==> src/rtl/ps2_keyboard_rx_fifo.sv <==
// ps2_keyboard_rx_fifo: PS/2 keyboard receiver with prefix decoding and show-ahead event FIFO
// Ports: clk/reset (async, active-high); ps2clk/ps2data raw pins; rd_en pops head event;
//  key_valid/key_code/key_break/key_ext present head event; fifo_count occupancy;
//  overflow sticky drop flag; frame_err one-cycle error pulse; ascii_code head ASCII.
// Define PS2_ASCII_EN to build the set-2 to ASCII lookup; otherwise ascii_code is 8'h00.
module ps2_keyboard_rx_fifo #(
  parameter int FILTER_LEN = 8,
  parameter int FIFO_DEPTH = 8,
  parameter int TIMEOUT_CYCLES = 200000
) (
  input  logic clk,
  input  logic reset,
  input  logic ps2clk,
  input  logic ps2data,
  input  logic rd_en,
  output logic key_valid,
  output logic [7:0] key_code,
  output logic key_break,
  output logic key_ext,
  output logic [$clog2(FIFO_DEPTH):0] fifo_count,
  output logic overflow,
  output logic frame_err,
  output logic [7:0] ascii_code
);
  localparam int CW = $clog2(FILTER_LEN) + 1;
  localparam int TW = $clog2(TIMEOUT_CYCLES + 1);
  localparam int AW = $clog2(FIFO_DEPTH);
  typedef enum logic [1:0] {IDLE, DATA, PARITY, STOP} state_t;
  state_t state, state_n;
  logic [1:0] clk_s, data_s;
  logic flt, fall;
  logic [CW-1:0] flt_cnt;
  logic [TW-1:0] tmo;
  logic [2:0] bit_cnt, bit_cnt_n;
  logic [7:0] sh, sh_n;
  logic par, par_n, ok, ok_n, bad_n, ext, brk, push, pop, full, wr;
  logic [9:0] mem [FIFO_DEPTH];
  logic [9:0] hold, head;
  logic [AW-1:0] wp, rp;
  always_ff @(posedge clk or posedge reset)
    if (reset) begin
      clk_s <= 2'b11;
      data_s <= 2'b11;
    end else begin
      clk_s <= {clk_s[0], ps2clk};
      data_s <= {data_s[0], ps2data};
    end
  // Filtered clock flips only after FILTER_LEN consecutive samples disagree with it.
  assign fall = flt & ~clk_s[1] & (flt_cnt == CW'(FILTER_LEN - 1));
  always_ff @(posedge clk or posedge reset)
    if (reset) begin
      flt <= 1'b1;
      flt_cnt <= '0;
    end else if (clk_s[1] == flt) flt_cnt <= '0;
    else if (flt_cnt == CW'(FILTER_LEN - 1)) begin
      flt <= clk_s[1];
      flt_cnt <= '0;
    end else flt_cnt <= flt_cnt + 1'b1;
  always_ff @(posedge clk or posedge reset)
    if (reset) begin
      state <= IDLE;
      bit_cnt <= '0;
      sh <= '0;
      par <= 1'b0;
      tmo <= '0;
      ok <= 1'b0;
      frame_err <= 1'b0;
    end else begin
      state <= state_n;
      bit_cnt <= bit_cnt_n;
      sh <= sh_n;
      par <= par_n;
      tmo <= (fall || state == IDLE) ? '0 : tmo + 1'b1;
      ok <= ok_n;
      frame_err <= bad_n;
    end
  always_comb begin
    state_n = state;
    bit_cnt_n = bit_cnt;
    sh_n = sh;
    par_n = par;
    ok_n = 1'b0;
    bad_n = 1'b0;
    if (fall)
      case (state)
        IDLE: if (!data_s[1]) begin
          state_n = DATA;
          bit_cnt_n = '0;
        end
        DATA: begin
          sh_n = {data_s[1], sh[7:1]};
          bit_cnt_n = bit_cnt + 1'b1;
          state_n = (bit_cnt == 3'd7) ? PARITY : DATA;
        end
        PARITY: begin
          par_n = data_s[1];
          state_n = STOP;
        end
        default: begin
          state_n = IDLE;
          ok_n = data_s[1] & ^{sh, par};
          bad_n = ~(data_s[1] & ^{sh, par});
        end
      endcase
    else if (state != IDLE && tmo == TW'(TIMEOUT_CYCLES - 1)) begin
      state_n = IDLE;
      bad_n = 1'b1;
    end
  end
  // sh stays stable in IDLE, so the decoder can use it the cycle after STOP.
  assign push = ok & (sh != 8'hE0) & (sh != 8'hF0);
  always_ff @(posedge clk or posedge reset)
    if (reset) begin
      ext <= 1'b0;
      brk <= 1'b0;
    end else if (frame_err || push) begin
      ext <= 1'b0;
      brk <= 1'b0;
    end else if (ok) begin
      ext <= ext | (sh == 8'hE0);
      brk <= brk | (sh == 8'hF0);
    end
  assign key_valid = fifo_count != '0;
  assign full = fifo_count == (AW + 1)'(FIFO_DEPTH);
  assign pop = rd_en & key_valid;
  assign wr = push & (~full | pop);
  always_ff @(posedge clk)
    if (wr) mem[wp] <= {ext, brk, sh};
  always_ff @(posedge clk or posedge reset)
    if (reset) begin
      wp <= '0;
      rp <= '0;
      fifo_count <= '0;
      overflow <= 1'b0;
      hold <= '0;
    end else begin
      wp <= wr ? wp + 1'b1 : wp;
      rp <= pop ? rp + 1'b1 : rp;
      fifo_count <= fifo_count + {{AW{1'b0}}, wr} - {{AW{1'b0}}, pop};
      overflow <= overflow | (push & full & ~pop);
      hold <= pop ? mem[rp] : hold;
    end
  // Outputs keep the last popped event while the FIFO is empty.
  assign head = key_valid ? mem[rp] : hold;
  assign key_ext = head[9];
  assign key_break = head[8];
  assign key_code = head[7:0];
`ifdef PS2_ASCII_EN
  logic [7:0] map;
  always_comb begin
    map = 8'h00;
    case (key_code)
      8'h1C: map = 8'h41; 8'h32: map = 8'h42; 8'h21: map = 8'h43; 8'h23: map = 8'h44;
      8'h24: map = 8'h45; 8'h2B: map = 8'h46; 8'h34: map = 8'h47; 8'h33: map = 8'h48;
      8'h43: map = 8'h49; 8'h3B: map = 8'h4A; 8'h42: map = 8'h4B; 8'h4B: map = 8'h4C;
      8'h3A: map = 8'h4D; 8'h31: map = 8'h4E; 8'h44: map = 8'h4F; 8'h4D: map = 8'h50;
      8'h15: map = 8'h51; 8'h2D: map = 8'h52; 8'h1B: map = 8'h53; 8'h2C: map = 8'h54;
      8'h3C: map = 8'h55; 8'h2A: map = 8'h56; 8'h1D: map = 8'h57; 8'h22: map = 8'h58;
      8'h35: map = 8'h59; 8'h1A: map = 8'h5A;
      8'h45: map = 8'h30; 8'h16: map = 8'h31; 8'h1E: map = 8'h32; 8'h26: map = 8'h33;
      8'h25: map = 8'h34; 8'h2E: map = 8'h35; 8'h36: map = 8'h36; 8'h3D: map = 8'h37;
      8'h3E: map = 8'h38; 8'h46: map = 8'h39;
      8'h29: map = 8'h20; 8'h5A: map = 8'h0D;
      default: map = 8'h00;
    endcase
  end
  assign ascii_code = (key_valid & ~key_ext) ? map : 8'h00;
`else
  assign ascii_code = 8'h00;
`endif
endmodule

==> config.mk <==
export PLATFORM = sky130hd
export DESIGN_NAME = ps2_keyboard_rx_fifo
export DESIGN_NICKNAME = d
export VERILOG_FILES = /design/src/rtl/ps2_keyboard_rx_fifo.sv
export SDC_FILE = /design/constraint.sdc
export NUM_CORES = 1
export LEC_CHECK = 0
export BUFFER_PORTS_ARGS = -buffer_cell sky130_fd_sc_hd__buf_2
export CELL_PAD_IN_SITES_DETAIL_PLACEMENT = 1
export CELL_PAD_IN_SITES_GLOBAL_PLACEMENT = 1
export CORE_MARGIN = 2
export CORE_UTILIZATION = 55
export DETAILED_ROUTE_END_ITERATION = 6
export GPL_TIMING_DRIVEN = 0
export PLACE_DENSITY_LB_ADDON = 0.1
export SYNTH_ARGS = -nofsm -noshare
export SYNTH_HDL_FRONTEND = slang
export SYNTH_SLANG_ARGS = --single-unit
==> constraint.sdc <==
create_clock -name clk -period 4.3 [get_ports clk]
set_clock_uncertainty 0.15 [all_clocks]
set_input_delay 0.215 -clock clk [delete_from_list [all_inputs] [get_ports clk]]
set_output_delay 0.215 -clock clk [all_outputs]
set_load 0.01 [all_outputs]
==> summary.txt <==
Routing
  – 1st-iter DRT viols: 175
  – Vias: 3624
  – Residual DRC: 0
  – Vias per Instance: 5.70
  – Post-DRT Antenna Nets: 0
  – Post-Route WL: approximately 13 mm
  – First-pass DRT Iterations: 4
  – WL/cell: around 21 um

Critical path
  – FF-to-FF Start: sh[5]
  – Critical Path RT: 4.57 ns
  – CP startpoint: sh[5]
  – Crit Path Category: flip-flop to flip-flop
  – Critical path peak fanout: 12
  – Worst Reg-to-Reg Cells: 8
  – Worst Path Arrival: between 3 and 4 ns
  – CP Launch Type: flip-flop
  – Crit end category: flip-flop

STA
  – Final Cycle Share: about 72%
  – Worst-margin pin slew: 0.999 ns
  – Worst rel slew slack: 33.1%
  – Endpoints failing hold: 0
  – Tmin final: 3.12 ns
  – Setup TNS: 0 ns
  – RSZ-0062 raised after global routing: no
  – Setup violations, final: 0
  – Fmax: 321 MHz
  – Setup ws final: about 1.2 ns
  – Slew Limit Fails: 0

Synth
  – Async SR Flop Fraction: 45.2%
  – Synthesized area: 0.00615 mm2
  – Synth top area share: 39.0%
  – Synthesized flop and latch total: between 100 and 150
  – Synth top area cells: edfxtp_1 39%, dfrtp_1 25%, mux4_2 7.3%
  – Post-Synthesis Cells: 428
  – Main synth FF type: edfxtp_1
  – Synth Area per Inst: 14.4 um2
  – Post-synth EDFFs: 80
  – Seq/Total Area, Yosys: around two thirds
  – Synth cell types: 43
  – Largest area contributor in the netlist: edfxtp_1
  – Yosys warning count: 0

Cells and area
  – Final Core Density: 65.9%
  – Filler cells: 1021
  – Synth-to-Final Area Change: 16.6%
  – Nets: 501
  – Finished Cell Area: 0.00717 mm2
  – Commonest non-fill, non-tap cell in the layout: edfxtp_1
  – Commonest cells after routing, fill and taps aside: 80 x edfxtp_1, 61 x dfrtp_1, 51 x nor2_1
  – Area of the multi-input gates: 0.00198 mm2
  – FF/Latch Area: 0.00406 mm2
  – N_diodes: 0
  – Layout cell share with drive strength beyond 1: 23.4%

Global route
  – First-pass GRT wire length: between 20 and 25 mm
  – Total GRT Usage: about a quarter
  – Overflow left after global routing: 0
  – Vias in the first global route: 3894
  – Largest net degree at the start of global routing: 44
  – Initial antenna violation count: 0

CTS
  – CTS root buf: clkbuf_8
  – CTS Sinks: ~150
  – TritonCTS Buffers: 17
  – Clock Path Buffers: 2
  – Post-cts sizing count: 0
  – Worst-Skew Late Latency: around 0.52 ns
  – H-tree depth: 4
  – Setup bufs post-CTS: 0
  – TritonCTS clock tree: built
  – Hold_buf cts: 4
  – Clock slew at reported path FFs: approximately 0.060 ns

Placement
  – Routability cong.: approximately 0.74
  – I/O Buffers: 21
  – HPWL after DPL: approximately 8.4 mm
  – Placed Area: 0.00654 mm2
  – Place WS: 1.25 ns

Flow run
  – MaxCap Viol Count: 0

Floorplan
  – Die area: 0.0120 mm2
  – Core region area: 0.0109 mm2
  – IO Pins: 30
  – Num rows: 38
  – Die height: roughly 110 um
  – Die W: 110 um
  – Starting density of the core: between 50% and 60%

Power and ir drop
  – Power per Cell Area: 508 mW/mm2
  – Total power: 3650 uW
  – Leak Pwr: 0.00302 uW
  – Worst IR drop on VDD: between 0.2 and 0.3 mV

Status
  – Status: finished, final reports clean

Min path
  – Hold Crit Class: primary input to asynchronous set/reset pin
## sequential cells by signal (all words and copies together), names as in the netlist, 2 cells and up
| name | count |
|---|---|
| sh | 8 |
| hold | 10 |
| data_s | 2 |
| clk_s | 2 |
| tmo | 18 |
| state | 2 |
| wp | 3 |
| fifo_count | 4 |
| rp | 3 |
| mem | 80 |
| flt_cnt | 4 |
| bit_cnt | 3 |
## cell type report
type | instances | share of cell area (%)
sequential | 146 | 56.6
multi-input combinational | 253 | 27.6
clock buffer | 19 | 6.02
timing repair buffer | 29 | 2.67
tap | 140 | 2.44
clock inverter | 13 | 2.23
buffer | 24 | 1.78
inverter | 12 | 0.628
## worst paths after layout
| path | slack (ns) | to |
|---|---|---|
| max | 1.18 | fifo_count[1] |
| min | 0.18 | flt_cnt[1] |
| max reg2reg | 1.18 | fifo_count[1] |
| min reg2reg | 0.20 | data_s[1] |
| max in group asynchronous | 3.13 | data_s[0] |
| min in group clk | 0.18 | clk_s[0] |
## power breakdown
group | internal [uW] | switching, uW
Combinational | 248 | 321
Clock | 898 | 580
Sequential | 1540 | 56.9
## synthesized netlist by cell type (all sizes together) (2+ instances only)
library cell	instances
o21ai	6
and3	3
dfrtp	61
a21oi	25
nand3	11
inv	12
mux4	20
mux2i	10
xor2	12
nor3	14
nor3b	2
edfxtp	80
nor4b	2
mux2	11
ha	12
dfstp	5
buf	14
xnor2	17
and2	3
clkbuf	10
nand2	24
nor2	51
nand4b	2
nor4	4
nand4	3
a22o	3
## logic make-up after synthesis
group,count (synthesis),synth area share [%]
simple gates,122,9.27
xor+xnor,30,4.49
mux,41,11.0
flops,146,66.0
other cells,1,0.0610
fa+ha+maj,13,2.77
compound gates,39,3.64
buf+inv,36,2.81
## metrics by stage
stage	instances	hold slack [ns]
after floorplan	435	0.0695
after detailed placement	600	0.150
after CTS	636	0.142
final	636	0.181
after global placement	596	0.171
after global routing	636	0.175
## worst max-delay path: stages, from the launching register on
cell,delay [ns]
dfrtp_1,0.62
nand4b_1,0.26
o41ai_1,0.79
nand2_1,0.23
o21ai_0,0.15
ha_1,0.22
inv_1,0.06
fa_1,0.47
inv_1,0.05
## layer usage
metal	GRT usage [%]	share of wire [%]
met5	0	0
met4	9.86	1.9
met3	5.51	3.9
met2	43.3	53
met1	30.2	42
No activity file was read; power rests on OpenSTA's default activity.
